<file path="config.mk">
export PLATFORM = sky130hd
export DESIGN_NAME = id_ex_stage
export DESIGN_NICKNAME = d
export VERILOG_FILES = /design/src/rtl/id_ex_stage.sv
export SDC_FILE = /design/constraint.sdc
export NUM_CORES = 1
export LEC_CHECK = 0
export CORE_AREA = 2 2 247 249
export CTS_BUF_LIST = sky130_fd_sc_hd__clkbuf_8
export CTS_CLUSTER_SIZE = 24
export DETAILED_ROUTE_END_ITERATION = 10
export DIE_AREA = 0 0 249 251
export SKIP_LAST_GASP = 1
export SLEW_MARGIN = 20
export SYNTH_ARGS = -nofsm -noshare
export SYNTH_HDL_FRONTEND = slang
export SYNTH_SLANG_ARGS = --single-unit
</file>
<file path="constraint.sdc">
create_clock -name clk -period 2.9 [get_ports clk]
set_input_delay 0.58 -clock clk [delete_from_list [all_inputs] [get_ports clk]]
set_output_delay 0.58 -clock clk [all_outputs]
set_load 0.02 [all_outputs]
</file>
<file path="src/rtl/id_ex_stage.sv">
// ID/EX pipeline register with load-use hazard detection, branch flush
// handling and free-running stall/flush event counters.
module id_ex_stage #(
    parameter int DATA_W = 64,
    parameter int REG_AW = 5,
    parameter int CNT_W  = 32
) (
    input  logic              clk,
    input  logic              reset,
    input  logic              id_valid,
    input  logic [DATA_W-1:0] id_pc,
    input  logic [REG_AW-1:0] id_rs1,
    input  logic [REG_AW-1:0] id_rs2,
    input  logic              id_uses_rs1,
    input  logic              id_uses_rs2,
    input  logic [REG_AW-1:0] id_rd,
    input  logic [DATA_W-1:0] id_rdata1,
    input  logic [DATA_W-1:0] id_rdata2,
    input  logic [DATA_W-1:0] id_imm,
    input  logic [7:0]        id_ctrl,
    input  logic              ex_flush,
    output logic              stall,
    output logic              ex_valid,
    output logic [DATA_W-1:0] ex_pc,
    output logic [DATA_W-1:0] ex_rdata1,
    output logic [DATA_W-1:0] ex_rdata2,
    output logic [DATA_W-1:0] ex_imm,
    output logic [REG_AW-1:0] ex_rs1,
    output logic [REG_AW-1:0] ex_rs2,
    output logic [REG_AW-1:0] ex_rd,
    output logic [7:0]        ex_ctrl,
    output logic [CNT_W-1:0]  stall_cnt,
    output logic [CNT_W-1:0]  flush_cnt
);

    logic              valid_q, valid_d;
    logic [DATA_W-1:0] pc_q, rdata1_q, rdata2_q, imm_q;
    logic [REG_AW-1:0] rs1_q, rs2_q, rd_q;
    logic [7:0]        ctrl_q, ctrl_d;
    logic [CNT_W-1:0]  stall_cnt_q, stall_cnt_d;
    logic [CNT_W-1:0]  flush_cnt_q, flush_cnt_d;
    logic              hazard, bubble, flush_ev;

    // Only a load in EX can't be forwarded in time; x0 is never a real dependency.
    always_comb begin
        hazard = id_valid & valid_q & ctrl_q[6] & (rd_q != '0)
               & ((id_uses_rs1 & (id_rs1 == rd_q))
                | (id_uses_rs2 & (id_rs2 == rd_q)));
        stall    = hazard & ~ex_flush & reset;
        bubble   = ex_flush | stall;
        flush_ev = ex_flush & id_valid;
        valid_d  = id_valid & ~bubble;
        ctrl_d   = valid_d ? id_ctrl : 8'h00;
        stall_cnt_d = stall_cnt_q + {{(CNT_W-1){1'b0}}, stall};
        flush_cnt_d = flush_cnt_q + {{(CNT_W-1){1'b0}}, flush_ev};
    end

    always_ff @(posedge clk or negedge reset) begin
        if (!reset) begin
            valid_q     <= 1'b0;
            pc_q        <= '0;
            rdata1_q    <= '0;
            rdata2_q    <= '0;
            imm_q       <= '0;
            rs1_q       <= '0;
            rs2_q       <= '0;
            rd_q        <= '0;
            ctrl_q      <= 8'h00;
            stall_cnt_q <= '0;
            flush_cnt_q <= '0;
        end else begin
            valid_q     <= valid_d;
            pc_q        <= id_pc;
            rdata1_q    <= id_rdata1;
            rdata2_q    <= id_rdata2;
            imm_q       <= id_imm;
            rs1_q       <= id_rs1;
            rs2_q       <= id_rs2;
            rd_q        <= id_rd;
            ctrl_q      <= ctrl_d;
            stall_cnt_q <= stall_cnt_d;
            flush_cnt_q <= flush_cnt_d;
        end
    end

    assign ex_valid  = valid_q;
    assign ex_pc     = pc_q;
    assign ex_rdata1 = rdata1_q;
    assign ex_rdata2 = rdata2_q;
    assign ex_imm    = imm_q;
    assign ex_rs1    = rs1_q;
    assign ex_rs2    = rs2_q;
    assign ex_rd     = rd_q;
    assign ex_ctrl   = ctrl_q;
    assign stall_cnt = stall_cnt_q;
    assign flush_cnt = flush_cnt_q;

endmodule

</file>
======== After elaboration in Yosys (flattened, before gate mapping) ========
Cells that the tools add are included.
storage, ports and cells
  register bits ........................... 344
  word-level logic and storage cells ...... 31
operators by class
  $add $sub $neg .......................... 2
  equality and inequality tests ........... 2
  mux-type cells .......................... 1
  bitwise gates (word level) .............. 14
  reduce and logical (&&, ||, !) cells .... 1
operator list
  operator            count
  $add A32 B1 Y32     2
  $and A1 B1 Y1       10
  $eq A5 B5 Y1        2
  $mux W8             1
  $reduce_bool A5 Y1  1
  $not A1 Y1          2
  $or A1 B1 Y1        2

======== Depth between registers and ports, before layout ========
  depth after elaboration ................. 10
  depth in mapped cells ................... 11
  gate-level depth less buffers ........... 9

======== Worst setup path before layout ========
OpenSTA, ideal clock, no wires.
  path kind ............................... input -> register
  start point ............................. input port id_valid
  end point ............................... register stall_cnt_q[20], in the netlist stall_cnt[20]
  library setup time ...................... 0.080 ns
  arrival time ............................ 3.082 ns
  required time ........................... 2.820 ns
  setup slack ............................. -0.262 ns
  cell stages on the path ................. 11
  buffers on the path ..................... 2
  path through ............................ nor2b_1 clkbuf_1 nand4_1 a21oi_1 and2_1 ha_1 ha_1 clkbuf_1 nand4_4 nor4_1 xor2_1
between the ends
  longest elaborated chain between the ends .. 7
ends and longest elaborated chain
  what                         RTL line  text
  start: declaration           10        input logic id_valid,
  $and A1 B1 Y1 (3 in series)  46        hazard = id_valid & valid_q & ctrl_q[6] & (rd_q != '0)
  $and A1 B1 Y1                47        & ((id_uses_rs1 & (id_rs1 == rd_q))
  $and A1 B1 Y1 (2 in series)  49        stall = hazard & ~ex_flush & reset;
  net stall                    22        output logic stall,
  $add A32 B1 Y32              54        stall_cnt_d = stall_cnt_q + {{(CNT_W-1){1'b0}}, stall};
  net stall_cnt_d[20]          40        logic [CNT_W-1:0] stall_cnt_q, stall_cnt_d;
  end signal: assignment       81        stall_cnt_q <= stall_cnt_d;
  end: declaration             40
The timed path passes the listed nets, and every way through them passes these cells.

======== Worst setup path after layout ========
  start point ............................. register rd_q[1], in the netlist ex_rd[1]
  end point ............................... output port stall
between the ends
  longest elaborated chain between the ends .. 6
ends and longest elaborated chain
  what                              RTL line  text
  start: declaration                38        logic [REG_AW-1:0] rs1_q, rs2_q, rd_q;
  start signal: assignment          79        rd_q <= id_rd;
  $eq A5 B5 Y1 (on tied branches)   47, 48
  $and A1 B1 Y1 (on tied branches)  47, 48
  $or A1 B1 Y1                      48        | (id_uses_rs2 & (id_rs2 == rd_q)));
  $and A1 B1 Y1 *                   47
  $and A1 B1 Y1 * (2 in series)     49
  end: declaration                  22
Every way passes the cells marked *; elsewhere a longest branch is shown, timed or not.

==> results_dict.tcl <==
set metrics [dict create \
    status "finished, final reports clean" \
    fin_crit_ns 2.68 \
    end_kind "output port" \
    max_stage_delay_ns 0.47 \
    vias_per_cell 3.54 \
    synth_ff_type "dfrtp_1" \
    cts_inserted_buffers 61 \
    finClkSkew_ns 0.0276 \
    netlist_top_cells_area "dfrtp_1 (85%), xnor2_1 (4.0%), xor2_1 (2.0%), nand3_1 (1.2%), nand4_1 (1.2%)" \
    placed_cell_area_mm2 0.0176 \
    grt_max_degree 149 \
    vdd_drop_max_uv 370 \
    yosys_warnings 0 \
    met3_length_mm 4.84 \
    crit_path_start_kind "register" \
    die_h_um 251 \
    switching_share_pct 25.0 \
    cts-root-buf "clkbuf_8" \
    final_area_mm2 0.0189 \
    maxCapViolations 0 \
    syn_inst 567 \
    hp-class "in2reg" \
    p_sw_mw 2.83 \
    nets 1564 \
    drv_slew 0 \
    initial_core_util_pct 17.0 \
    async_flop_share_pct 100 \
    tightest_slew_ns 0.959 \
    timing.fmax_mhz 374 \
    drc 0 \
    critical_path.slowest_cell "dfrtp_1" \
    grt_pass1_vias 8200 \
    clkLatencyLatePin_ns 0.65 \
    htree_levels 2 \
    postRouteAntennaNets 0 \
    p_seq_share_pct 45.5 \
    rsz0062_at_grt "no" \
    clkTransAtPathRegs_ns 0.06 \
    combPwrFrac_pct 12.6 \
    synth_top_cells_by_count "dfrtp_1 (344), xnor2_1 (47), nand2_1 (29)" \
    io_pins 630 \
    required_ns 2.32 \
    relSlewSlack_pct 36.0 \
    critPathKind "reg2out" \
    utilization_pct 31.7 \
    syn_area_per_cell_um2 18.0 \
    post-route-period-util_pct 92.3 \
    dpl.hpwl_mm 30.6 \
    powerDensity_mw_per_mm2 600 \
    synth_top_area_cell "dfrtp_1" \
    ys_ff_latch 344 \
    synth-seq-area-share_pct 84.5 \
    port_buffers 629 \
    setup_violations 0 \
    clock_path_buffers 3 \
    dr.pass1.iters 4 \
    path_cells "xnor2_1 -> nand4_1 -> o22ai_2 -> and2_2 -> buf_2" \
    post-synth-top-count-cell "dfrtp_1" \
    gp_congestion 0.800 \
    wl_per_cell_um 18.8 \
    synth_top_area_share_pct 84.5 \
    grt_overflow 0 \
    drt-met1-wl_mm 14.8 \
    antenna_found_initial 13 \
    tns_ns 0 \
    dp_slack_ns -0.250 \
    syn2layout_area_growth_pct 86.1 \
    core_area_mm2 0.0598 \
    ys_types 30 \
    cts_tree "done" \
    synth_edf_count 0 \
    vias 7427 \
    p_int_mw 8.53 \
    layout_setup_ws_ns 0.223 \
    netlist_area_mm2 0.0102 \
    route.met2.wl_mm 18.9 \
    power_frac_clock_pct 41.9 \
    grt_use_total_pct 12.4 \
    die_w_um 249 \
    arrival_ns 2.10 \
    cts_sinks 344 \
    power_mw 11.4 \
    top_layer "met5" \
    power.leakage_nw 8.06 \
    worstPathMaxFanout 4 \
    report.final.hold_viol_count 0 \
    drive_gt1_share_pct 10.3 \
    syn-num-nets 856 \
    first_iter_violations 235 \
    routed_wl_mm 39.5 \
    dieArea_mm2 0.0625 \
    grt_pass1_wl_mm 56.4 \
    std_cell_rows 90 \
]
## kinds of logic (layout without fill, tap and decap cells)
kind of cell,Yosys count,count (layout),share of synthesized area [%]
XOR/XNOR,70,70,6.02
AO/OA/AOI/OAI,11,11,0.578
other,0,2,0
AND/OR/NAND/NOR,124,124,7.62
buffers and inverters,14,763,0.750
flip-flops,344,344,84.5
adder cells (fa/ha/maj),4,4,0.492
## worst paths after layout
| path | from | end | slack [ns] | depth (start not counted) |
|---|---|---|---|---|
| max in group asynchronous | reset | ex_pc[4] | 0.80 | 4 |
| min reg2reg | flush_cnt[31] | flush_cnt[31] | 0.47 | 1 |
| max | ex_rd[1] | stall | 0.22 | 5 |
| min | id_rdata2[17] | ex_rdata2[17] | 0.36 | 1 |
| min in group asynchronous | reset | ex_imm[9] | 0.49 | 3 |
| max reg2reg | ex_rd[1] | stall_cnt[17] | 0.40 | 10 |
## layer usage
layer,global-route usage [%],vias to the layer above
met5,0,-
met4,3.65,12
met3,6.79,66
met2,20.2,388
met1,13.9,3668
li1,-,3293
## power by group through the flow
stage | clock network, mW | registers [mW] | logic (mW)
2_1_floorplan | 0 | 5.53 | 0.0581
3_3_place_gp | 0 | 5.25 | 1.43
3_5_place_dp | 0 | 5.26 | 1.44
4_1_cts | 5.00 | 5.17 | 1.45
5_1_grt | 5.20 | 5.19 | 1.51
6_report | 4.76 | 5.17 | 1.43
## cells in the final DEF (no fill, tap or decap), drive strengths merged
master | synthesis | routed
clkinvlp | 0 | 1
nor2b | 1 | 1
nor2 | 9 | 9
or2 | 3 | 3
and4 | 3 | 3
xnor2 | 47 | 47
a21oi | 9 | 9
clkdlybuf4s50 | 1 | 627
dlygate4sd3 | 0 | 1
dfrtp | 344 | 344
nand4 | 20 | 20
bufinv | 0 | 4
nand3 | 24 | 24
clkinv | 0 | 4
nor4 | 15 | 15
and3 | 5 | 5
clkbuf | 2 | 76
a21boi | 1 | 1
or4 | 1 | 1
and2 | 7 | 7
inv | 6 | 25
buf | 5 | 25
xor2 | 23 | 23
nor3 | 6 | 6
nand2 | 30 | 30
diode | 0 | 2
o22ai | 1 | 1
ha | 4 | 4
## area by class of cell
class | instances | area [µm²]
Inverter | 6 | 22.5
Clock inverter | 28 | 243
Clock buffer | 76 | 1050
Multi-Input combinational cell | 209 | 1520
Antenna cell | 2 | 5.00
Tap cell | 782 | 978
Fill cell | 5898 | 40900
Timing Repair Buffer | 653 | 6520
Sequential cell | 344 | 8610
## flip-flops by register name, indices dropped and copies added, names as in the netlist
| name | cells |
|---|---|
| ex_rd | 5 |
| ex_rs1 | 5 |
| ex_rs2 | 5 |
| ex_pc | 64 |
| ex_rdata2 | 64 |
| ex_ctrl | 8 |
| stall_cnt | 32 |
| flush_cnt | 32 |
| ex_imm | 64 |
| ex_valid | 1 |
| ex_rdata1 | 64 |
## critical path, delay by kind of cell (launching register included)
| family | cells | cell delay (ns) |
|---|---|---|
| AOI/OAI and AO/OA | 1 | 0.19 |
| DFF | 1 | 0.47 |
| and+or+nand+nor | 2 | 0.33 |
| xor gates and xnor gates | 1 | 0.29 |
| buffers and inverters | 1 | 0.17 |
## timing repair
action	in CTS	in global routing
hold endpoints to repair	7	0
cloned	0	0
resized for setup	4	3
setup endpoints to repair	1	1
hold buffers	1	0
buffers inserted	1	0
## through the flow
step           hold slack [ns]  cells
2_1_floorplan            0.284    567
3_3_place_gp             0.466   1991
3_5_place_dp             0.467   1991
4_1_cts                  0.262   2097
5_1_grt                  0.282   2098
6_report                 0.355   2100
Power figures use the tool's default switching activity.
